$ cat config.mk
export PLATFORM = sky130hd
export DESIGN_NAME = mmu_sequencer
export DESIGN_NICKNAME = d
export VERILOG_FILES = /design/src/rtl/tpu_pkg.sv /design/src/rtl/mmu_sequencer.sv
export SDC_FILE = /design/constraint.sdc
export NUM_CORES = 1
export LEC_CHECK = 0
export CAP_MARGIN = 10
export CORE_ASPECT_RATIO = 1.2
export CORE_MARGIN = 3
export CORE_UTILIZATION = 40
export DETAILED_ROUTE_END_ITERATION = 12
export GPL_TIMING_DRIVEN = 0
export PLACE_DENSITY = 0.79
export SYNTH_ARGS = -nofsm -noshare
export SYNTH_HDL_FRONTEND = slang
export SYNTH_SLANG_ARGS = --single-unit
$ cat constraint.sdc
create_clock -name clk -period 3.1 [get_ports clk]
set_input_delay 0.465 -clock clk [delete_from_list [all_inputs] [get_ports clk]]
set_output_delay 0.465 -clock clk [all_outputs]
set_load 0.01 [all_outputs]
$ cat src/rtl/tpu_pkg.sv
// Shared types and constants for the 2x2 matrix-multiply control path.
package tpu_pkg;

  typedef enum logic [1:0] {
    LOAD    = 2'd0,
    COMPUTE = 2'd1,
    READ    = 2'd2
  } seq_state_t;

  localparam int NUM_OPERANDS = 8;
  localparam int NUM_RESULTS  = 4;

  localparam logic [2:0] MMU_CYCLE_IDLE = 3'b111;

  localparam logic [2:0] WEIGHT_BASE = 3'd0;
  localparam logic [2:0] INPUT_BASE  = 3'd4;

endpackage

$ cat src/rtl/mmu_sequencer.sv
// Control FSM: loads eight operand bytes, runs the fixed compute window,
// then walks output_sel across the four result bytes under host handshake.
module mmu_sequencer
  import tpu_pkg::*;
#(
  parameter int COMPUTE_CYCLES = 7
) (
  input  logic       clk,
  input  logic       rst_n,
  input  logic       in_valid,
  input  logic [7:0] in_data,
  output logic       in_ready,
  output logic       mem_we,
  output logic [2:0] mem_addr,
  output logic [7:0] mem_wdata,
  output logic       feeder_en,
  output logic [2:0] mmu_cycle,
  output logic [1:0] output_sel,
  output logic       out_valid,
  input  logic       out_ready,
  output logic       busy
);

  localparam logic [2:0] LAST_OPERAND = 3'(NUM_OPERANDS - 1);
  localparam logic [2:0] LAST_CYCLE   = 3'(COMPUTE_CYCLES - 1);
  localparam logic [1:0] LAST_RESULT  = 2'(NUM_RESULTS - 1);

  seq_state_t state_reg;
  logic [2:0] load_cnt_reg;
  logic [2:0] cyc_cnt_reg;
  logic [1:0] rd_cnt_reg;

  always_ff @(posedge clk) begin
    if (!rst_n) begin
      state_reg    <= LOAD;
      load_cnt_reg <= 3'd0;
      cyc_cnt_reg  <= 3'd0;
      rd_cnt_reg   <= 2'd0;
    end else begin
      case (state_reg)
        LOAD: begin
          if (in_valid) begin
            // The 3-bit counter wraps to 0 by itself after operand 7.
            load_cnt_reg <= load_cnt_reg + 3'd1;
            if (load_cnt_reg == LAST_OPERAND) begin
              state_reg   <= COMPUTE;
              cyc_cnt_reg <= 3'd0;
            end
          end
        end
        COMPUTE: begin
          if (cyc_cnt_reg == LAST_CYCLE) begin
            state_reg   <= READ;
            cyc_cnt_reg <= 3'd0;
            rd_cnt_reg  <= 2'd0;
          end else begin
            cyc_cnt_reg <= cyc_cnt_reg + 3'd1;
          end
        end
        READ: begin
          if (out_ready) begin
            rd_cnt_reg <= rd_cnt_reg + 2'd1;
            if (rd_cnt_reg == LAST_RESULT) begin
              state_reg <= LOAD;
            end
          end
        end
        default: state_reg <= LOAD;
      endcase
    end
  end

  assign in_ready   = (state_reg == LOAD);
  assign mem_we     = in_ready && in_valid;
  assign mem_addr   = load_cnt_reg;
  assign mem_wdata  = in_data;
  assign feeder_en  = (state_reg == COMPUTE) || (state_reg == READ);
  assign busy       = feeder_en;
  assign out_valid  = (state_reg == READ);
  assign output_sel = rd_cnt_reg;

  // During readout the idle cycle code keeps the feeder injecting zeros.
  always_comb begin
    mmu_cycle = 3'd0;
    if (state_reg == COMPUTE) begin
      mmu_cycle = cyc_cnt_reg;
    end else if (state_reg == READ) begin
      mmu_cycle = MMU_CYCLE_IDLE;
    end
  end

endmodule

==> results.py <==
metrics = {
    "outcome": {
        "status": "completed",
    },
    "placed_design": {
        "place_ws_ps": 881.6,
        "dp_cells": 124,
        "io_buffers": 24,
        "gp_congestion": 0.6967,
        "dp.final_hpwl_microns": 1138,
        "placedInstanceArea_sq_um": 950.9,
    },
    "routing": {
        "viasPerCell": 4.850,
        "firstDrtPassIters": 4,
        "postRouteWirelength_microns": 1349,
        "ant_nets": 0,
        "vias": 616,
        "drt-wirelength-per-cell_microns": 10.62,
        "drc": 0,
        "drt_iter0_drc": 10,
    },
    "setup_path": {
        "cp-end-kind": "output pin",
        "required_ps": 2630,
        "r2r.worst_path.cells": 6,
        "crit_fanout": 8,
        "reg2reg_to": "state_reg[0]",
        "worstReg2RegStart": "mem_addr[0]",
        "arrival_ps": 1870,
        "start_kind": "register",
        "rrSetupSlack_ps": 1370,
        "crit_type": "register to output pin",
    },
    "synthesis": {
        "ys_types": 22,
        "seq_area_frac_synth": 0.2904,
        "avgSynthCellArea_sq_um": 8.306,
        "yosys_warnings": 0,
        "postSynthCellCount": 83,
        "yosysTopAreaCellShare": 0.2904,
        "ys_ff_latch": 10,
        "synth_top_area_cell": "dfxtp_1",
        "syn_nets": 104,
        "synthTopCellsByArea": "dfxtp_1, ha_1, nand2_1, buf_4, mux2i_1",
        "netlist_area_sq_um": 689.4,
    },
    "layout": {
        "syn_to_final_growth_pct": 41.20,
        "postLayoutCellArea_sq_um": 973.4,
        "antennaDiodeCount": 0,
        "multi_input_area_sq_um": 402.9,
        "fillers": 135,
        "stdcell_count": 127,
        "fin_nets": 133,
        "ff_latch_area_sq_um": 200.2,
        "layout-drive-gt1-share": 0.1273,
    },
    "sta": {
        "fin_skew_ps": 0.8932,
        "hold_viol_final": 0,
        "period_needed_ps": 2340,
        "setup_viol_count_final": 0,
        "fin_ws_ps": 760.5,
        "worstMarginPinSlew_ps": 386.9,
        "max-slew-margin-rel": 0.7421,
        "maxSlewViolCount": 0,
        "finalCritPeriodShare": 0.7547,
        "tns_ps": 0,
        "grt_setup_unrepaired": "no",
        "max_freq_mhz": 427.4,
    },
    "cts": {
        "cts_resized": 0,
        "clk_latency_ps": 260,
        "cts_sinks": 10,
        "clockRootBuffer": "clkbuf_4",
        "numCtsBuffers": 3,
        "cts.path.max_buffers": 2,
        "htree_levels": 1,
        "post_cts_buffers": 0,
        "cts.hold.buffers_added": 0,
        "path_clk_slew_ps": 60,
        "cts_tree": "done",
    },
    "pwr": {
        "leakage_uw": 0.0004205,
        "ir_drop_uv": 195.2,
        "power_density_nw_per_um2": 278.7,
    },
    "floorplan": {
        "die_w_microns": 43.90,
        "die-height_microns": 51.48,
        "io_pins": 33,
        "start_util": 0.4535,
        "rows": 15,
        "core_area_sq_um": 1520,
        "die_area_sq_um": 2260,
    },
    "global_route": {
        "grt_usage": 0.1348,
        "grt_pass1_vias": 604,
        "grt-ovfl-total": 0,
        "grt_pass1_wl_microns": 2394,
        "grt_max_degree": 11,
        "antenna_found_initial": 0,
    },
    "run": {
        "cap_violations": 0,
    },
    "worst_hold_path": {
        "whs_path_depth": 2,
        "hold_start": "mem_addr[2]",
        "worstHoldEndpoint": "mem_addr[2]",
        "min_path_type": "register to register",
    },
}
[worst max-delay path: stages, from the launching register on]
cell and delay, ps:
dfxtp_1 340, inv_1 130, ha_1 310, nand2_1 170
inv_1 120, clkdlybuf4s50_1 540
[how the worst max path moves through the flow]
stage	from	endpoint	slack, ps	cells after the start
floorplan	mem_addr[0]	state_reg[0]	1470	6
global placement	in_valid	mem_we	880	4
detailed placement	in_valid	mem_we	880	4
CTS	state_reg[1]	mem_we	750	5
global route	state_reg[0]	mem_we	600	5
finish	state_reg[0]	mem_we	760	5
[power breakdown]
group | leakage (uW) | internal, uW | switching, uW
sequential | 0.0000809 | 131 | 2.76
combinational | 0.000326 | 31.0 | 18.5
clock | 0.0000138 | 44.8 | 42.9
total | 0.000421 | 207 | 64.1
[routing by layer]
| metal | share of wire | GRT usage | vias up |
|---|---|---|---|
| met5 | 0 | 0 | - |
| met4 | 0.016 | 0.04523 | 0 |
| met3 | 0.050 | 0.02465 | 3 |
| met2 | 0.53 | 0.2403 | 18 |
| met1 | 0.41 | 0.1568 | 278 |
| li1 | - | - | 317 |
[final cells by class]
class / count / area share
Buffer: 10 / 0.07326
Sequential cell: 10 / 0.2057
Tap cell: 17 / 0.02185
Clock buffer: 3 / 0.02314
Multi-Input combinational cell: 59 / 0.4139
Timing Repair Buffer: 24 / 0.2468
Inverter: 4 / 0.01542
[layout by cell type, fill, tap and decap left out]
cell             count
clkdlybuf4s50_1     24
nand2_1             22
dfxtp_1             10
ha_1                 9
buf_4                9
inv_1                4
mux2i_1              4
nor2_1               3
o21ai_0              3
clkbuf_4             3
a21boi_0             2
xnor2_1              2
nor2b_1              2
a21oi_1              2
nand3_1              2
nand2b_1             1
clkbuf_1             1
and2_1               1
a22o_2               1
nor4b_4              1
nand3b_1             1
or2b_1               1
o22ai_1              1
nand4b_1             1
[metrics by stage]
stage	hold slack [ps]	utilization	power, uW
4_1_cts	492.2	0.6403	274.2
3_5_place_dp	481.7	0.6255	186.8
2_1_floorplan	458.1	-	161.1
3_3_place_gp	466.1	0.6255	186.3
6_report	485.4	0.6403	271.3
5_1_grt	514.1	0.6403	281.9
[synthesized netlist by cell type (all sizes together)]
cell and count:
o22ai 1, mux2i 4, dfxtp 10, nand4b 1
a21oi 2, ha 9, nand2b 1, a21boi 2
nand3b 1, nor4b 1, nand2 22, buf 9
a22o 1, or2b 1, inv 4, nor2 3
clkbuf 1, nand3 2, nor2b 2, o21ai 3
and2 1, xnor2 2
[cell families after synthesis]
family | count (synthesis) | share of synthesized area
adder cells (fa/ha/maj) | 9 | 0.1633
flip-flops | 10 | 0.2904
AO/OA/AOI/OAI | 9 | 0.08166
buffers and inverters | 14 | 0.1252
XOR/XNOR | 2 | 0.02541
AND/OR/NAND/NOR | 35 | 0.2559
multiplexers | 4 | 0.05808
Power figures use the tool's default switching activity.
